===== config.mk =====
export PLATFORM = sky130hd
export DESIGN_NAME = pkt_summary_flat
export DESIGN_NICKNAME = d
export VERILOG_FILES = /design/src/rtl/pkt_summary_if.sv /design/src/rtl/pkt_summary.sv /design/src/flat_wrapper.sv
export SDC_FILE = /design/constraint.sdc
export NUM_CORES = 1
export LEC_CHECK = 0
export ABC_AREA = 1
export CAP_MARGIN = 15
export CORE_AREA = 2 2 236 238
export DETAILED_ROUTE_END_ITERATION = 7
export DIE_AREA = 0 0 238 240
export PLACE_DENSITY = 0.4
export SLEW_MARGIN = 20
export SYNTH_ARGS = -nofsm -noshare
export SYNTH_HDL_FRONTEND = slang
export SYNTH_SLANG_ARGS = --single-unit

===== constraint.sdc =====
create_clock -name clk -period 11.7 [get_ports clk]
set_clock_uncertainty 0.1 [all_clocks]
set_input_delay 2.34 -clock clk [delete_from_list [all_inputs] [get_ports clk]]
set_output_delay 2.34 -clock clk [all_outputs]
set_load 0.01 [all_outputs]

===== src/rtl/pkt_summary_if.sv =====
// Packet tap bus: monitored AXI-Stream input
// and fire-and-forget summary output.
interface pkt_summary_if #(
  parameter int DW = 512
);
  logic [DW-1:0]   axis_in_tdata;
  logic [DW/8-1:0] axis_in_tkeep;
  logic            axis_in_tlast;
  logic            axis_in_tuser;
  logic            axis_in_tvalid;
  logic [23:0]     axis_out_tdata;
  logic            axis_out_tuser;
  logic            axis_out_tvalid;

  modport master (
    output axis_in_tdata,
    output axis_in_tkeep,
    output axis_in_tlast,
    output axis_in_tuser,
    output axis_in_tvalid,
    input  axis_out_tdata,
    input  axis_out_tuser,
    input  axis_out_tvalid
  );

  modport slave (
    input  axis_in_tdata,
    input  axis_in_tkeep,
    input  axis_in_tlast,
    input  axis_in_tuser,
    input  axis_in_tvalid,
    output axis_out_tdata,
    output axis_out_tuser,
    output axis_out_tvalid
  );
endinterface


===== src/rtl/pkt_summary.sv =====
// Passive packet tap: one 24-bit record
// {port, length} plus bad flag per packet.
module pkt_summary #(
  parameter int DW          = 512,
  parameter int PORT_OFFSET = 12
) (
  input logic         clk,
  input logic         reset,
  pkt_summary_if.slave bus
);
  localparam int KW = DW / 8;
  localparam int PW = $clog2(KW + 1);

  typedef enum logic {
    FIRST,
    MID
  } state_t;

  state_t        r_state;
  state_t        w_state_nxt;
  logic [16:0]   r_acc;
  logic [16:0]   w_acc_nxt;
  logic          r_bad;
  logic          w_bad_nxt;
  logic [7:0]    r_port;
  logic [7:0]    w_port_nxt;
  logic          r_vld;
  logic          w_vld_nxt;
  logic [23:0]   r_rec;
  logic [23:0]   w_rec_nxt;
  logic          r_user;
  logic          w_user_nxt;

  logic [PW-1:0] w_pop;
  logic          w_first;
  logic [16:0]   w_acc_base;
  logic [17:0]   w_sum;
  logic [16:0]   w_acc_sat;
  logic          w_ovf;
  logic          w_zero;
  logic [15:0]   w_len;
  logic          w_port_ok;
  logic [7:0]    w_port;
  logic          w_keep_full;
  logic          w_keep_contig;
  logic          w_bad_beat;
  logic          w_bad;
  logic          w_bad_fin;

  // Popcount of the byte-valid mask for this beat.
  always_comb begin
    w_pop = '0;
    for (int i = 0; i < KW; i++) begin
      w_pop = w_pop + PW'(bus.axis_in_tkeep[i]);
    end
  end

  assign w_first    = (r_state == FIRST);
  assign w_acc_base = w_first ? '0 : r_acc;
  assign w_sum      = {1'b0, w_acc_base} + 18'(w_pop);
  assign w_acc_sat  = w_sum[17] ? '1 : w_sum[16:0];
  assign w_ovf      = w_acc_sat[16];
  assign w_zero     = (w_acc_sat == '0);
  assign w_len      = w_ovf ? 16'hFFFF : w_acc_sat[15:0];

  assign w_port_ok = bus.axis_in_tkeep[PORT_OFFSET];
  assign w_port    = !w_first ? r_port :
    (w_port_ok ?
      bus.axis_in_tdata[8*PORT_OFFSET +: 8] :
      8'hFF);

  assign w_keep_full   = &bus.axis_in_tkeep;
  // A contiguous-from-bit-0 mask plus one has no bits in common with it.
  assign w_keep_contig =
    ((bus.axis_in_tkeep &
      (bus.axis_in_tkeep + KW'(1))) == '0);

  assign w_bad_beat = bus.axis_in_tuser |
    (w_first & ~w_port_ok) |
    (bus.axis_in_tlast ? ~w_keep_contig
                       : ~w_keep_full);
  assign w_bad      = (!w_first & r_bad) | w_bad_beat;
  assign w_bad_fin  = w_bad | w_ovf | w_zero;

  // Next state, per-packet accumulation and record formation.
  always_comb begin
    w_state_nxt = r_state;
    w_acc_nxt   = r_acc;
    w_bad_nxt   = r_bad;
    w_port_nxt  = r_port;
    w_vld_nxt   = 1'b0;
    w_rec_nxt   = r_rec;
    w_user_nxt  = r_user;
    if (bus.axis_in_tvalid) begin
      unique case (r_state)
        FIRST: begin
          if (!bus.axis_in_tlast) begin
            w_state_nxt = MID;
          end
        end
        MID: begin
          if (bus.axis_in_tlast) begin
            w_state_nxt = FIRST;
          end
        end
      endcase
      if (bus.axis_in_tlast) begin
        w_vld_nxt  = 1'b1;
        w_rec_nxt  = {w_port, w_len};
        w_user_nxt = w_bad_fin;
      end else begin
        w_acc_nxt  = w_acc_sat;
        w_bad_nxt  = w_bad;
        w_port_nxt = w_port;
      end
    end
  end

  // State and registered outputs; reset drops any pending record.
  always_ff @(posedge clk) begin
    if (reset) begin
      r_state <= FIRST;
      r_acc   <= '0;
      r_bad   <= 1'b0;
      r_port  <= '0;
      r_vld   <= 1'b0;
      r_rec   <= '0;
      r_user  <= 1'b0;
    end else begin
      r_state <= w_state_nxt;
      r_acc   <= w_acc_nxt;
      r_bad   <= w_bad_nxt;
      r_port  <= w_port_nxt;
      r_vld   <= w_vld_nxt;
      r_rec   <= w_rec_nxt;
      r_user  <= w_user_nxt;
    end
  end

  assign bus.axis_out_tvalid = r_vld;
  assign bus.axis_out_tdata  = r_rec;
  assign bus.axis_out_tuser  = r_user;
endmodule


===== src/flat_wrapper.sv =====
// flat-port wrapper written by rule: the top's interface ports become plain ports
module pkt_summary_flat 
#(
  parameter int DW          = 512,
  parameter int PORT_OFFSET = 12
)
  (clk, reset, bus_axis_in_tdata, bus_axis_in_tkeep, bus_axis_in_tlast, bus_axis_in_tuser, bus_axis_in_tvalid, bus_axis_out_tdata, bus_axis_out_tuser, bus_axis_out_tvalid);
  pkt_summary_if #(.DW(DW)) bus_i ();
  input logic clk;
  input logic reset;
  input wire logic [$bits(bus_i.axis_in_tdata)-1:0] bus_axis_in_tdata;
  input wire logic [$bits(bus_i.axis_in_tkeep)-1:0] bus_axis_in_tkeep;
  input wire logic [$bits(bus_i.axis_in_tlast)-1:0] bus_axis_in_tlast;
  input wire logic [$bits(bus_i.axis_in_tuser)-1:0] bus_axis_in_tuser;
  input wire logic [$bits(bus_i.axis_in_tvalid)-1:0] bus_axis_in_tvalid;
  output wire logic [$bits(bus_i.axis_out_tdata)-1:0] bus_axis_out_tdata;
  output wire logic [$bits(bus_i.axis_out_tuser)-1:0] bus_axis_out_tuser;
  output wire logic [$bits(bus_i.axis_out_tvalid)-1:0] bus_axis_out_tvalid;
  assign bus_i.axis_in_tdata = bus_axis_in_tdata;
  assign bus_i.axis_in_tkeep = bus_axis_in_tkeep;
  assign bus_i.axis_in_tlast = bus_axis_in_tlast;
  assign bus_i.axis_in_tuser = bus_axis_in_tuser;
  assign bus_i.axis_in_tvalid = bus_axis_in_tvalid;
  assign bus_axis_out_tdata = bus_i.axis_out_tdata;
  assign bus_axis_out_tuser = bus_i.axis_out_tuser;
  assign bus_axis_out_tvalid = bus_i.axis_out_tvalid;
  pkt_summary #(.DW(DW), .PORT_OFFSET(PORT_OFFSET)) u_core (.clk(clk), .reset(reset), .bus(bus_i));
endmodule

==> qor.yml <==
status: "finished clean"
portBuffers: 102
insertion_delay_ps: 300
route.detailed.drc: 0
drtIter0Drc: 450
worst-path-max-fanout: 19
grt_max_degree: 44
rsz0062_at_grt: "false"
final_cell_mix: "nand2_1 (231), inv_1 (168), nor2_1 (141)"
nets: 1707
die-height_um: 240
startpoint: "bus_axis_in_tkeep[0]"
grt_pass1_vias: 6373
start_util_pct: 11.2
swShare_pct: 58.8
drive_gt1_share_pct: 5.25
yosysSeqAreaShare_pct: 17.3
fillers: 6354
ys_warn_count: 0
synth_ff_type: "dfxtp_1"
cts_setup_buffers: 0
hpwl_mm: 23.2
p_clk_share_pct: 3.9
multiInputGateArea_mm2: 0.00432
placed_cells: 1744
p_leak_nw: 3.47
h-tree-depth: 2
finalSetupTns_ps: 0
cpMostUsedCell: "fa_1"
grt_pass1_wl_mm: 40.4
fin_crit_ps: 10570
ys_types: 39
synth.ff_latch_count: 53
p_int_mw: 1.60
switchingPower_mw: 2.28
cts_tree: "yes"
avgSynthCellArea_um2: 6.46
ant_nets: 0
critPathKind: "input pin to register"
critical_path.top_delay_family: "adder cells"
setup_viol: 0
core-area_mm2: 0.0547
power.density_mw_per_mm2: 477
pin_count: 607
via_count: 6379
regArea_mm2: 0.00106
seq_power_share_pct: 5.6
final_common_cell: "nand2_1"
fin_crit_sh_pct: 90.3
final_cell_count_no_fill: 1753
cts.sinks: 53
cts-buffers-inserted: 5
syn-num-nets: 1607
finalWeightedCongestion: 0.866
hold_start: "u_core.r_acc[12]$_SDFFE_PP0P_"
slew_violations: 0
fmax_mhz: 94.6
crit_arrival_ps: 10710
hp-class: "register to register"
cp_slowest_cell: "fa_1"
antenna_found_initial: 4
clockRootBuffer: "clkbuf_16"
synth_enable_flop_cells: 0
track_usage_pct: 9.40
area_growth_pct: 32.9
cts_resized: 0
wl_per_cell_um: 15.4
worst_setup_path_end_kind: "register"
cts_max_path_buffers: 2
cpPeakStageDelay_ps: 590
vias_per_cell: 3.64
synth_cells: 947
die_w_um: 238
clk_pin_slew_ps: 80
vdd_drop_max_mv: 0.468
cp_data_required_time_ps: 11840
drtPass1Iterations: 7
cp-start-kind: "input pin"
hold_viol_final: 0
tightestPinTransition_ps: 747
ys_async_sr_fraction_pct: 0
cts_hold_buf: 0
cap_violations: 0
num_rows: 86
drt-total-wl_mm: 27.0
reg2reg_from: "u_core.r_state$_SDFFE_PP0P_"
comb_power_share_pct: 90.5
netlist_area_mm2: 0.00612
cp_num_buf_inv: 4
dieArea_mm2: 0.0571
overflow: 0
maxSlewHeadroom_pct: 50.1
==> worst paths after layout <==
| kind | endpoint | slack [ps] | depth (start not counted) |
|---|---|---|---|
| setup / recovery | u_core.bus.axis_out_tuser$_SDFFE_PP0P_ | 1130 | 30 |
| hold / removal | u_core.r_acc[12]$_SDFFE_PP0P_ | 390 | 2 |
| setup reg to reg | u_core.bus.axis_out_tuser$_SDFFE_PP0P_ | 8780 | 17 |
| hold reg to reg | u_core.r_acc[12]$_SDFFE_PP0P_ | 390 | 2 |
==> cell type report <==
type                            instances  share of cell area, %
Multi-Input combinational cell        703                   53.1
Timing Repair Buffer                  109                   13.2
Sequential cell                        53                   13.0
Tap cell                              704                   10.8
Inverter                              175                   8.07
Clock buffer                            5                   1.54
Clock inverter                          3                  0.215
Antenna cell                            1                 0.0308
==> cell families (layout without fill, tap and decap cells) <==
group,count (synthesis),in the layout,synth area share (%)
flops,53,53,17.3
simple gates,474,474,33.2
other cells,0,1,0
fa+ha+maj,79,79,22.9
compound gates,138,138,12.7
xor+xnor,12,12,1.72
buf+inv,191,292,12.1
==> worst min-delay path, stage by stage, from the launching register on <==
cell	delay, ps
dfxtp_1	310
inv_1	70
a211oi_1	60
==> power groups by stage <==
stage / sequential, mW / combinational [mW] / clock, mW
5_1_grt: 0.222 / 4.09 / 0.163
3_3_place_gp: 0.222 / 3.50 / 0
2_1_floorplan: 0.226 / 2.66 / 0
4_1_cts: 0.218 / 3.54 / 0.156
3_5_place_dp: 0.222 / 3.51 / 0
6_report: 0.219 / 3.52 / 0.150
==> routing by layer <==
metal  track usage (%)  share of wire [%]  routed length, µm
met5                 0                  0                  0
met4              1.12                1.1                301
met2              16.1                 48              13000
met1              13.0                 47              12600
met3              1.04                4.1               1110
==> registers in the layout, summed over array words and instances (netlist names) <==
name and count:
u_core.bus.axis_out_tdata 24, u_core.r_acc 17, u_core.r_port 8, u_core.bus.axis_out_tuser 1, u_core.bus.axis_out_tvalid 1, u_core.r_bad 1, u_core.r_state 1
==> Yosys cell counts (2+ instances only) <==
library cell  instances  share of area, %
ha_1                 24               4.9
nor3_1               12              0.98
fa_1                 55                18
o21ai_0              66               5.4
o211ai_1              9               1.1
nand3_1              43               3.5
xor2_1                9               1.3
nor2_4                6               1.1
nand2_2              11               1.1
nor2_2                8              0.82
buf_6                 3              0.55
clkinv_1              2              0.12
o22ai_1               8              0.82
clkbuf_1             12              0.74
a21oi_1              25               2.0
a211oi_1              2              0.25
o21ai_1               7              0.57
inv_2                 5              0.31
nor3_2                2              0.33
a31oi_1              16               1.6
xnor2_1               3              0.43
nor2_1              142               8.7
dfxtp_1              53                17
nand2_1             231                14
nand4_1              10               1.0
inv_1               168                10
nand3b_1              3              0.37
==> stage by stage <==
stage / hold slack, ps / total power [mW] / cell area (µm²) / setup WS, ps / utilization, %
after floorplan: 351 / 2.89 / 6120 / 2340 / -
after global placement: 371 / 3.72 / 7990 / 804 / 14.6
after detailed placement: 376 / 3.73 / 7990 / 821 / 14.6
after CTS: 391 / 3.92 / 8130 / 1090 / 14.9
after global routing: 416 / 4.47 / 8140 / 594 / 14.9
final: 389 / 3.88 / 8140 / 1130 / 14.9
Note: power is estimated with default switching activity, not from simulation.
